`src/rtl/iic_xfer_seq.sv`:
```
// Register-style I2C transaction sequencer: turns one command (dev, reg, dir, len)
// into a series of single-byte operations for iic_core, with NACK/timeout abort.
module iic_xfer_seq #(
  parameter int LEN_W   = 4,
  parameter int TMO_CYC = 65535
) (
  input  logic             clk,
  input  logic             reset,
  input  logic             cmd_valid,
  output logic             cmd_ready,
  input  logic [6:0]       cmd_dev,
  input  logic [7:0]       cmd_reg,
  input  logic             cmd_rd,
  input  logic [LEN_W-1:0] cmd_len,
  input  logic             wr_valid,
  output logic             wr_ready,
  input  logic [7:0]       wr_data,
  output logic             rd_valid,
  input  logic             rd_ready,
  output logic [7:0]       rd_data,
  output logic             done,
  output logic [1:0]       err,
  output logic             core_go,
  output logic             core_start,
  output logic             core_stop,
  output logic             core_bare,
  output logic             core_rw,
  output logic             core_last,
  output logic [7:0]       core_din,
  input  logic [7:0]       core_dout,
  input  logic             core_nack,
  input  logic             core_busy
);

  localparam int TMO_W = $clog2(TMO_CYC + 1);
  localparam logic [TMO_W-1:0] TMO_LAST = TMO_W'(TMO_CYC - 1);
  localparam logic [TMO_W-1:0] TMO_ONE  = TMO_W'(1);
  localparam logic [LEN_W-1:0] LEN_ZERO = LEN_W'(0);
  localparam logic [LEN_W-1:0] LEN_ONE  = LEN_W'(1);

  typedef enum logic [3:0] {
    IDLE, DEVW, REG, RSDEV, WDATA, RDATA, WAIT, RDOUT, ABORT, FIN
  } state_t;

  typedef struct packed {
    logic       start;
    logic       stop;
    logic       bare;
    logic       rw;
    logic       last;
    logic [7:0] din;
  } op_t;

  localparam op_t OP_NONE = op_t'(13'd0);

  function automatic op_t mk_op(input logic start, input logic stop, input logic bare,
                                input logic rw, input logic last, input logic [7:0] din);
    op_t o;
    o.start = start;
    o.stop  = stop;
    o.bare  = bare;
    o.rw    = rw;
    o.last  = last;
    o.din   = din;
    return o;
  endfunction

  state_t             state_r, state_s;
  state_t             ret_r, ret_s;
  logic [6:0]         dev_r;
  logic [7:0]         reg_r;
  logic               rd_r;
  logic [LEN_W-1:0]   cnt_r, cnt_s;
  logic [1:0]         err_code_r, err_code_s;
  logic [TMO_W-1:0]   tmo_r, tmo_s;
  logic               seen_r, seen_s;
  op_t                op_r, op_s;
  logic               go_r, issue_s;
  logic               latch_s;
  logic               tmo_hit_s;
  logic               wr_ready_s;
  logic               cmd_ready_r;
  logic               rd_valid_r;
  logic [7:0]         rd_data_r, rd_data_s;
  logic               done_r;
  logic [1:0]         err_r;

  // Next-state, byte-op selection and bookkeeping updates
  always_comb begin
    state_s    = state_r;
    ret_s      = ret_r;
    cnt_s      = cnt_r;
    err_code_s = err_code_r;
    tmo_s      = tmo_r;
    seen_s     = seen_r;
    op_s       = op_r;
    issue_s    = 1'b0;
    latch_s    = 1'b0;
    wr_ready_s = 1'b0;
    rd_data_s  = rd_data_r;
    tmo_hit_s  = (tmo_r >= TMO_LAST);

    case (state_r)
      IDLE: begin
        err_code_s = 2'd0;
        if (cmd_valid) begin
          latch_s = 1'b1;
          cnt_s   = cmd_len;
          if (cmd_len == LEN_ZERO) begin
            err_code_s = 2'd3;
            state_s    = FIN;
          end else begin
            state_s = DEVW;
          end
        end else begin
          state_s = IDLE;
        end
      end
      DEVW: begin
        issue_s = 1'b1;
        op_s    = mk_op(1'b1, 1'b0, 1'b0, 1'b0, 1'b0, {dev_r, 1'b0});
      end
      REG: begin
        issue_s = 1'b1;
        op_s    = mk_op(1'b0, 1'b0, 1'b0, 1'b0, 1'b0, reg_r);
      end
      RSDEV: begin
        issue_s = 1'b1;
        op_s    = mk_op(1'b1, 1'b0, 1'b0, 1'b0, 1'b0, {dev_r, 1'b1});
      end
      WDATA: begin
        if (wr_valid) begin
          wr_ready_s = 1'b1;
          issue_s    = 1'b1;
          op_s       = mk_op(1'b0, cnt_r == LEN_ONE, 1'b0, 1'b0, 1'b0, wr_data);
        end else begin
          state_s = WDATA;
        end
      end
      RDATA: begin
        issue_s = 1'b1;
        op_s    = mk_op(1'b0, cnt_r == LEN_ONE, 1'b0, 1'b1, cnt_r == LEN_ONE, 8'h00);
      end
      WAIT: begin
        seen_s = seen_r | core_busy;
        tmo_s  = tmo_hit_s ? tmo_r : tmo_r + TMO_ONE;
        if (seen_r && !core_busy) begin
          case (ret_r)
            ABORT: state_s = FIN;
            RDATA: begin
              cnt_s     = cnt_r - LEN_ONE;
              rd_data_s = core_dout;
              state_s   = RDOUT;
            end
            default: begin
              if (core_nack) begin
                // STOP already went out with the last write byte, so no bare STOP
                err_code_s = 2'd1;
                state_s    = op_r.stop ? FIN : ABORT;
              end else begin
                case (ret_r)
                  DEVW:    state_s = REG;
                  REG:     state_s = rd_r ? RSDEV : WDATA;
                  RSDEV:   state_s = RDATA;
                  WDATA: begin
                    cnt_s   = cnt_r - LEN_ONE;
                    state_s = (cnt_r == LEN_ONE) ? FIN : WDATA;
                  end
                  default: state_s = FIN;
                endcase
              end
            end
          endcase
        end else if (tmo_hit_s) begin
          if (ret_r == ABORT) begin
            state_s = FIN;
          end else begin
            err_code_s = 2'd2;
            state_s    = ABORT;
          end
        end else begin
          state_s = WAIT;
        end
      end
      RDOUT: begin
        if (rd_ready) begin
          state_s = (cnt_r == LEN_ZERO) ? FIN : RDATA;
        end else begin
          state_s = RDOUT;
        end
      end
      ABORT: begin
        issue_s = 1'b1;
        op_s    = mk_op(1'b0, 1'b1, 1'b1, 1'b0, 1'b0, 8'h00);
      end
      FIN:     state_s = IDLE;
      default: state_s = IDLE;
    endcase

    // The abort op keeps the running timeout count so a hung bus cannot re-arm it
    if (issue_s) begin
      state_s = WAIT;
      ret_s   = state_r;
      seen_s  = 1'b0;
      tmo_s   = (state_r == ABORT) ? tmo_r : {TMO_W{1'b0}};
    end else begin
      ret_s = ret_r;
    end
  end

  // State, command fields, op fields and registered outputs
  always_ff @(posedge clk) begin
    if (reset) begin
      state_r     <= IDLE;
      ret_r       <= IDLE;
      dev_r       <= 7'd0;
      reg_r       <= 8'd0;
      rd_r        <= 1'b0;
      cnt_r       <= {LEN_W{1'b0}};
      err_code_r  <= 2'd0;
      tmo_r       <= {TMO_W{1'b0}};
      seen_r      <= 1'b0;
      op_r        <= OP_NONE;
      go_r        <= 1'b0;
      cmd_ready_r <= 1'b1;
      rd_valid_r  <= 1'b0;
      rd_data_r   <= 8'h00;
      done_r      <= 1'b0;
      err_r       <= 2'd0;
    end else begin
      state_r     <= state_s;
      ret_r       <= ret_s;
      cnt_r       <= cnt_s;
      err_code_r  <= err_code_s;
      tmo_r       <= tmo_s;
      seen_r      <= seen_s;
      op_r        <= op_s;
      go_r        <= issue_s;
      cmd_ready_r <= (state_s == IDLE);
      rd_valid_r  <= (state_s == RDOUT);
      rd_data_r   <= rd_data_s;
      done_r      <= (state_r == FIN);
      err_r       <= (state_r == FIN) ? err_code_r : 2'd0;
      if (latch_s) begin
        dev_r <= cmd_dev;
        reg_r <= cmd_reg;
        rd_r  <= cmd_rd;
      end
    end
  end

  assign cmd_ready  = cmd_ready_r;
  assign wr_ready   = wr_ready_s;
  assign rd_valid   = rd_valid_r;
  assign rd_data    = rd_data_r;
  assign done       = done_r;
  assign err        = err_r;
  assign core_go    = go_r;
  assign core_start = op_r.start;
  assign core_stop  = op_r.stop;
  assign core_bare  = op_r.bare;
  assign core_rw    = op_r.rw;
  assign core_last  = op_r.last;
  assign core_din   = op_r.din;

endmodule

```
`config.mk`:
```
export PLATFORM = sky130hd
export DESIGN_NAME = iic_xfer_seq
export DESIGN_NICKNAME = d
export VERILOG_FILES = /design/src/rtl/iic_xfer_seq.sv
export SDC_FILE = /design/constraint.sdc
export NUM_CORES = 1
export LEC_CHECK = 0
export CAP_MARGIN = 20
export CORE_ASPECT_RATIO = 1.2
export CORE_UTILIZATION = 40
export DETAILED_ROUTE_END_ITERATION = 12
export PLACE_DENSITY = 0.67
export SLEW_MARGIN = 10
export SYNTH_ARGS = -nofsm -noshare
export SYNTH_HDL_FRONTEND = slang
export SYNTH_SLANG_ARGS = --single-unit
```
`constraint.sdc`:
```
create_clock -name clk -period 2.1 [get_ports clk]
set_input_delay 0.315 -clock clk [delete_from_list [all_inputs] [get_ports clk]]
set_output_delay 0.315 -clock clk [all_outputs]
set_load 0.1 [all_outputs]
```
==> implementation parameters, run 1 <==
Parameter                              Value

STA
  Final critical-path required period ... 2.098 ns
  Tightest hold margin ... 0.4553 ns
  Share of the cycle needed by the critical path after routing ... 99.91%
  Slew margin rel. ... 60.31%
  Slew Limit Fails ... 0
  Setup skew after layout ... 0.006681 ns
  Count of endpoints failing setup in the final report ... 0
  Setup slack of the critical path after layout ... 0.001966 ns
  Max Clock Freq ... 0.4766 GHz
  Unrepaired setup endpoints after global routing ... yes
  Final hold violation count ... 0
  Transition at the pin with the smallest max-transition slack ... 0.5931 ns

Global routing
  Aggregate global-route resource usage ... 21.80%
  Number of antenna violations at the first check in global routing ... 0
  First-pass GRT wire length ... 15390 um
  Number of global-route vias before repair ... 3213
  Pin count of the biggest net entering global routing ... 35
  Global route overflow ... 0

Synth
  Synthesized-area fraction occupied by xor and xnor cells ... 2.256%
  Net count after synthesis ... 467
  Post-synth EDFFs ... 0
  Compound-cell area share of the yosys netlist ... 20.16%
  Top-count cell post-synth ... sky130_fd_sc_hd__dfxtp_1
  Dominant combinational cell family by area after synthesis ... simple AND/OR/NAND/NOR gates
  Simple-gate area share of the yosys netlist ... 25.07%
  Top cell types by occurrence after synthesis ... sky130_fd_sc_hd__dfxtp_1, sky130_fd_sc_hd__nand2_1, sky130_fd_sc_hd__nor2_1
  Multiplexer share of the synthesized area ... 3.152%
  Unique masters post-synth ... 59
  Seq/Total Area, Yosys ... 42.41%
  Post-synth top area share ... 42.41%
  Avg Cell Area, Syn ... 8.337 um2
  Library cell occupying the most area in the post-synthesis netlist ... sky130_fd_sc_hd__dfxtp_1
  Async S/R FF share, synth ... 0%
  Post-Synth Adder-Cell Area ... 1.791%
  Number of register bits inferred by synthesis ... 74
  Top area cells in the synthesized netlist ... sky130_fd_sc_hd__dfxtp_1, sky130_fd_sc_hd__nand2_1, sky130_fd_sc_hd__nor2_1, sky130_fd_sc_hd__a21oi_1, sky130_fd_sc_hd__mux2i_1
  Most common flop cell mapped by yosys ... sky130_fd_sc_hd__dfxtp_1
  Cells after Synth ... 419
  Total number of yosys warnings ... 0
  Post-synthesis instance area ... 3493 um2

Placement
  Post-detailed-placement cell area ... 4466 um2
  GP Congestion ... 0.8434
  Setup slack after placement ... -0.1518 ns
  Final HPWL DP ... 6855 um
  Total of buffers placed on input and output ports ... 70

Final layout
  Final instance area ... 4626 um2
  Layout cell share with drive strength beyond 1 ... 19.73%
  Area Overhead vs Synth ... 32.41%
  Nets ... 558
  N_diodes ... 0
  Post-Route Utilization ... 54.30%
  Layout filler cell count ... 850

Detailed routing
  Post-Route WL ... 9289 um
  Violation count after the first detailed-route iteration ... 178
  Average detailed-routed wire length per instance ... 14.77 um
  Routed via count divided by cell count ... 5.305
  Total number of vias ... 3337
  Number of optimization iterations in the first detailed-route pass ... 7
  Antenna Violating Nets Remaining ... 0
  DRC viols ... 0

Critical path
  Count of cells along the worst register-to-register path ... 8
  Data arrival time of the critical path ... 2.33 ns
  Required time reported for the critical path endpoint ... 2.33 ns
  Crit path max fanout ... 3
  Nature of the critical path endpoint ... flop
  Setup crit start kind ... flop
  Start-to-end type of the worst setup path ... reg -> reg

Outcome
  Outcome ... finished, final reports clean

Clock network
  Number of CTS-inserted buffers ... 9
  Clock slew at reported path FFs ... 0.07 ns
  Number of buffers on the longest clock path ... 2
  Number of hold-repair buffers added at the cts stage ... 0
  CTS Root Cell ... sky130_fd_sc_hd__clkbuf_8
  CTS tree ... yes
  H-tree Lvls ... 3
  Insertion delay to the later sink of the worst-skew pair ... 0.34 ns
  Clock sink count ... 74

Floorplanning
  Die width ... 87.31 um
  Number of core rows ... 37
  Die area ... 9113 um2
  I/O Pins ... 71
  Vert. Die Dim ... 104.4 um
  Placeable core area ... 8518 um2
  Starting Density ... 41.01%

Job
  MaxCap Viol Count ... 0

Power
  Static Leak ... 1.799 nW
  Pwr/cell area ... 1021 nW/um2
  Max rail drop VDD ... 0.0005568 V

Worst hold path
  Number of cells on the worst hold path ... 2
  Class of the most critical hold timing path ... reg -> reg
==> stage by stage <==
stage | instances | setup TNS (ns) | total power, mW
floorplan | 419 | 0 | 3.150
global placement | 616 | -0.4381 | 3.820
detailed placement | 616 | -0.6602 | 3.841
CTS | 629 | -0.01345 | 4.743
global route | 629 | -0.08807 | 5.018
finish | 629 | 0 | 4.724
==> registers in the layout, indices dropped and copies added (netlist names) <==
signal / cells
tmo_r: 16
core_din: 8
rd_data: 8
reg_r: 8
dev_r: 7
cnt_r: 4
ret_r: 4
state_r: 4
err: 2
err_code_r: 2
cmd_ready: 1
core_bare: 1
core_go: 1
core_last: 1
core_rw: 1
core_start: 1
core_stop: 1
done: 1
rd_r: 1
rd_valid: 1
seen_r: 1
==> layout by cell type, fill, tap and decap left out, drive strengths merged, types with 5 or more instances in the layout <==
| master | n |
|---|---|
| dfxtp | 74 |
| buf | 70 |
| nand2 | 54 |
| nor2 | 51 |
| clkdlybuf4s50 | 41 |
| a21oi | 35 |
| o21ai | 19 |
| clkbuf | 12 |
| mux2i | 11 |
| a22oi | 9 |
| nand3 | 9 |
| inv | 9 |
| o211ai | 9 |
| nor4 | 8 |
| xor2 | 8 |
| a221oi | 7 |
| and2 | 7 |
| nor3 | 7 |
| nor3b | 7 |
| a211oi | 6 |
| nand4 | 5 |
| a31oi | 5 |
| ha | 5 |
==> cell families after synthesis <==
group,count (synthesis)
buffers and inverters,40
AOI/OAI and AO/OA,106
and+or+nand+nor,174
DFF,74
adders and majority gates,5
xor gates and xnor gates,9
muxes,11
==> report_power, final <==
part           total [mW]  internal [mW]  switching (mW)
Combinational        2.10          0.773            1.32
Sequential           1.74           1.60           0.147
Clock               0.883          0.409           0.474
Total                4.72           2.78            1.94
==> critical path: stages (launching register included) <==
cell	delay [ns]
sky130_fd_sc_hd__dfxtp_2	0.33
sky130_fd_sc_hd__inv_2	0.05
sky130_fd_sc_hd__ha_1	0.12
sky130_fd_sc_hd__or3b_4	0.40
sky130_fd_sc_hd__nor4b_4	0.29
sky130_fd_sc_hd__a22o_1	0.18
sky130_fd_sc_hd__o21ai_1	0.06
sky130_fd_sc_hd__a221o_1	0.36
sky130_fd_sc_hd__a31o_1	0.20
==> layout make-up <==
| cell class | instances | area [um2] | share of cell area, % |
|---|---|---|---|
| multi-input cells | 305 | 1859 | 40.19 |
| flip-flops and latches | 74 | 1488 | 32.16 |
| repair buffers | 111 | 958.4 | 20.72 |
| well taps | 117 | 146.4 | 3.165 |
| clock buffers | 12 | 135.1 | 2.921 |
| inverters | 9 | 33.78 | 0.7303 |
| clock inverters | 1 | 5.005 | 0.1082 |
==> worst paths after layout <==
kind / from / to / slack [ns]
max: cnt_r[1] / cmd_ready / 0.002
min: reg_r[0] / reg_r[0] / 0.46
max reg2reg: cnt_r[1] / cmd_ready / 0.002
min reg2reg: reg_r[0] / reg_r[0] / 0.46
==> per-layer routing <==
metal  up-vias  share of wire, %  routed length (um)  track usage [%]
met5         -                 0                   0                0
met4         0               2.4                 221            10.54
met2        94                48                4447            33.20
met3        15               4.1                 383            4.603
li1       1684                 -                   -                -
met1      1544                46                4237            28.95
==> repair_timing <==
action / 4_1_cts / 5_1_grt
pin swaps: 1 / 1
gates cloned: 0 / 0
setup buffers: 0 / 0
resized for setup: 2 / 6
endpoints found under the setup margin: 3 / 8
No activity file was read; power rests on OpenSTA's default activity.
==> run 2: changes to the inputs <==
--- a/config.mk
+++ b/config.mk
@@ -6,7 +6,6 @@
 export NUM_CORES = 1
 export LEC_CHECK = 0
 export CAP_MARGIN = 20
-export CORE_ASPECT_RATIO = 1.2
 export CORE_UTILIZATION = 40
 export DETAILED_ROUTE_END_ITERATION = 12
 export PLACE_DENSITY = 0.67
==> run 2 against run 1 <==
  * The flow now finishes with violations (setup timing)
  * Via count decreased by 0.39%
  * Critical path depth did not move
  * Sequential power is essentially flat
==> implementation parameters, run 2 (synthesized netlist as in run 1, its figures left out) <==
Parameter                              Value

Global routing
  Global route overflow ... 0 (unchanged)
  Pin count of the biggest net entering global routing ... 30 (was 35)
  Number of antenna violations at the first check in global routing ... 0 (unchanged)
  Aggregate global-route resource usage ... 21.22% (was 21.80%)
  Number of global-route vias before repair ... 3272 (was 3213)
  First-pass GRT wire length ... 14960 um (was 15390 um)

Placement
  Final HPWL DP ... 6640 um (was 6855 um)
  GP Congestion ... 0.8845 (was 0.8434)
  Total of buffers placed on input and output ports ... 70 (unchanged)
  Setup slack after placement ... -0.08771 ns (was -0.1518 ns)
  Number of instances in the placed design ... 606 (was 616)

STA
  Max Clock Freq ... 0.4676 GHz (was 0.4766 GHz)
  Setup skew after layout ... 0.005064 ns (was 0.006681 ns)
  Slew margin rel. ... 56.82% (was 60.31%)
  Slew Limit Fails ... 0 (unchanged)
  Setup TNS ... -0.03862 ns (was 0 ns)
  Final critical-path required period ... 2.139 ns (was 2.098 ns)
  Unrepaired setup endpoints after global routing ... yes (unchanged)
  Share of the cycle needed by the critical path after routing ... 101.8% (was 99.91%)
  Setup slack of the critical path after layout ... -0.03862 ns (was 0.001966 ns)
  Final hold violation count ... 0 (unchanged)
  Count of endpoints failing setup in the final report ... 1 (was 0)
  Transition at the pin with the smallest max-transition slack ... 0.6453 ns (was 0.5931 ns)

Critical path
  Critical path's top delay family ... compound AO/OA/AOI/OAI gates (unchanged)
  Setup crit start kind ... flop (unchanged)
  Data arrival time of the critical path ... 2.39 ns (was 2.33 ns)
  Crit path max fanout ... 3 (unchanged)
  Crit-path max cell delay ... 0.39 ns (was 0.40 ns)
  Cells along the critical path ... inv_2 > ha_4 > or3b_4 > nor4b_4 > a22o_1 > o21ai_2 > a221o_1 > a31o_1 (was inv_2 > ha_1 > or3b_4 > nor4b_4 > a22o_1 > o21ai_1 > a221o_1 > a31o_1)
  Start-to-end type of the worst setup path ... reg -> reg (unchanged)
  Critical-path cell with the highest stage delay ... sky130_fd_sc_hd__or3b_4 (unchanged)
  Buffers and inverters on the worst path ... 1 (unchanged)
  Required time reported for the critical path endpoint ... 2.35 ns (was 2.33 ns)
  Nature of the critical path endpoint ... flop (unchanged)
  Register-to-register setup slack ... -0.04 ns (was 0.002 ns)

Power
  Static Leak ... 1.852 nW (was 1.799 nW)
  Net switching power figure ... 2.059 mW (was 1.943 mW)
  Total internal power ... 3.101 mW (was 2.780 mW)
  Pwr/cell area ... 1086 nW/um2 (was 1021 nW/um2)
  Max rail drop VDD ... 0.0006393 V (was 0.0005568 V)
  Switching part of the total ... 39.91% (was 41.14%)
  Power share of the combinational group ... 41.9% (was 44.4%)
  Fraction of power consumed by sequential logic ... 33.8% (was 36.9%)
  Fraction of power consumed by the clock network ... 24.3% (was 18.7%)

Final layout
  Non-Filler Instances ... 623 (was 629)
  Area Overhead vs Synth ... 35.96% (was 32.41%)
  Layout cell share with drive strength beyond 1 ... 21.62% (was 19.73%)
  Commonest cells after routing, fill and taps aside ... sky130_fd_sc_hd__dfxtp_1, sky130_fd_sc_hd__buf_4, sky130_fd_sc_hd__nand2_1 (unchanged)
  Max reg flops ... 16 (unchanged)
  Post-Route Utilization ... 56.95% (was 54.30%)
  Nets ... 561 (was 558)
  Largest register by flop count ... tmo_r (unchanged)
  Most common cell after layout, fill and taps aside ... sky130_fd_sc_hd__dfxtp_1 (unchanged)
  N_diodes ... 0 (unchanged)

Clock network
  CTS tree ... yes (unchanged)
  CTS Root Cell ... sky130_fd_sc_hd__clkbuf_8 (unchanged)
  Insertion delay to the later sink of the worst-skew pair ... 0.35 ns (was 0.34 ns)
  Number of CTS-inserted buffers ... 9 (unchanged)
  Clock sink count ... 74 (unchanged)
  H-tree Lvls ... 3 (unchanged)
  Number of buffers on the longest clock path ... 2 (unchanged)
  Clock slew at reported path FFs ... 0.08 ns (was 0.07 ns)
  Number of hold-repair buffers added at the cts stage ... 0 (unchanged)

Detailed routing
  Violation count after the first detailed-route iteration ... 139 (was 178)
  Average detailed-routed wire length per instance ... 14.66 um (was 14.77 um)
  Antenna Violating Nets Remaining ... 0 (unchanged)
  Routed via count divided by cell count ... 5.335 (was 5.305)
  DRC viols ... 0 (unchanged)
  Number of optimization iterations in the first detailed-route pass ... 4 (was 7)
  Total number of vias ... 3324 (was 3337)
  Post-Route WL ... 9136 um (was 9289 um)

Floorplanning
  Number of core rows ... 33 (was 37)
  Die width ... 95.45 um (was 87.31 um)
  Vert. Die Dim ... 95.45 um (was 104.4 um)
  Placeable core area ... 8341 um2 (was 8518 um2)
  I/O Pins ... 71 (unchanged)
  Die area ... 9111 um2 (was 9113 um2)
  Starting Density ... 41.88% (was 41.01%)

Worst hold path
  Class of the most critical hold timing path ... in -> reg (was reg -> reg)

Outcome
  Outcome ... finished, violations left (was finished, final reports clean)
  Violations in the final reports ... setup timing

Job
  MaxCap Viol Count ... 0 (unchanged)
run 2: changes by cell type in the layout (fill, tap and decap cells not counted), moves of 2 or more:
| cell | previous run | this run |
|---|---|---|
| sky130_fd_sc_hd__clkinv_4 | 0 | 3 |
| sky130_fd_sc_hd__buf_4 | 67 | 69 |
| sky130_fd_sc_hd__clkbuf_1 | 3 | 0 |
| sky130_fd_sc_hd__bufinv_16 | 0 | 2 |
run 2: worst min-delay path: stages:
cell and delay [ns]:
sky130_fd_sc_hd__buf_2 0.11, sky130_fd_sc_hd__buf_4 0.22, sky130_fd_sc_hd__nor2_1 0.12
run 2: final cells by class:
cell class              count  area [um2]
well taps                 105       131.4
clock buffers               9       123.9
inverters                   9       33.78
repair buffers            114       984.7
flip-flops and latches     74        1486
clock inverters             7       102.6
fillers                   774        3591
multi-input cells         305        1887
run 2: path summary, 6_finish.rpt:
check / startpoint / to / depth (start not counted)
max: cnt_r[1] / cmd_ready / 8
max reg2reg: cnt_r[1] / cmd_ready / 8
min: reset / state_r[2] / 3
min reg2reg: reg_r[4] / reg_r[4] / 2
run 2: what timing repair did:
action / in CTS / in global routing
buffers inserted: 0 / 1
pin swaps: 1 / 2
resized for setup: 1 / 12
setup endpoints to repair: 2 / 5
run 2: per-layer routing:
layer | vias to the layer above | track usage [%] | wire, um
met4 | 0 | 6.716 | 117
met1 | 1515 | 27.61 | 4296
li1 | 1686 | - | -
met3 | 10 | 5.901 | 601
met5 | - | 0 | 0
met2 | 113 | 33.93 | 4120
run 2: power groups by stage:
| stage | sequential, mW | clock [mW] | combinational (mW) |
|---|---|---|---|
| final | 1.74 | 1.26 | 2.16 |
| after global routing | 1.77 | 1.34 | 2.34 |
| after global placement | 1.76 | 0 | 2.09 |
| after CTS | 1.73 | 1.27 | 2.13 |
| after floorplan | 2.07 | 0 | 1.08 |
| after detailed placement | 1.76 | 0 | 2.11 |
run 2: metrics by stage:
stage	instance area (um2)	total power, mW	hold slack (ns)
6_report	4750	5.160	0.4505
5_1_grt	4750	5.447	0.4645
4_1_cts	4701	5.132	0.4480
3_5_place_dp	4466	3.873	0.4475
3_3_place_gp	4466	3.851	0.4439
2_1_floorplan	3513	3.150	0.4305
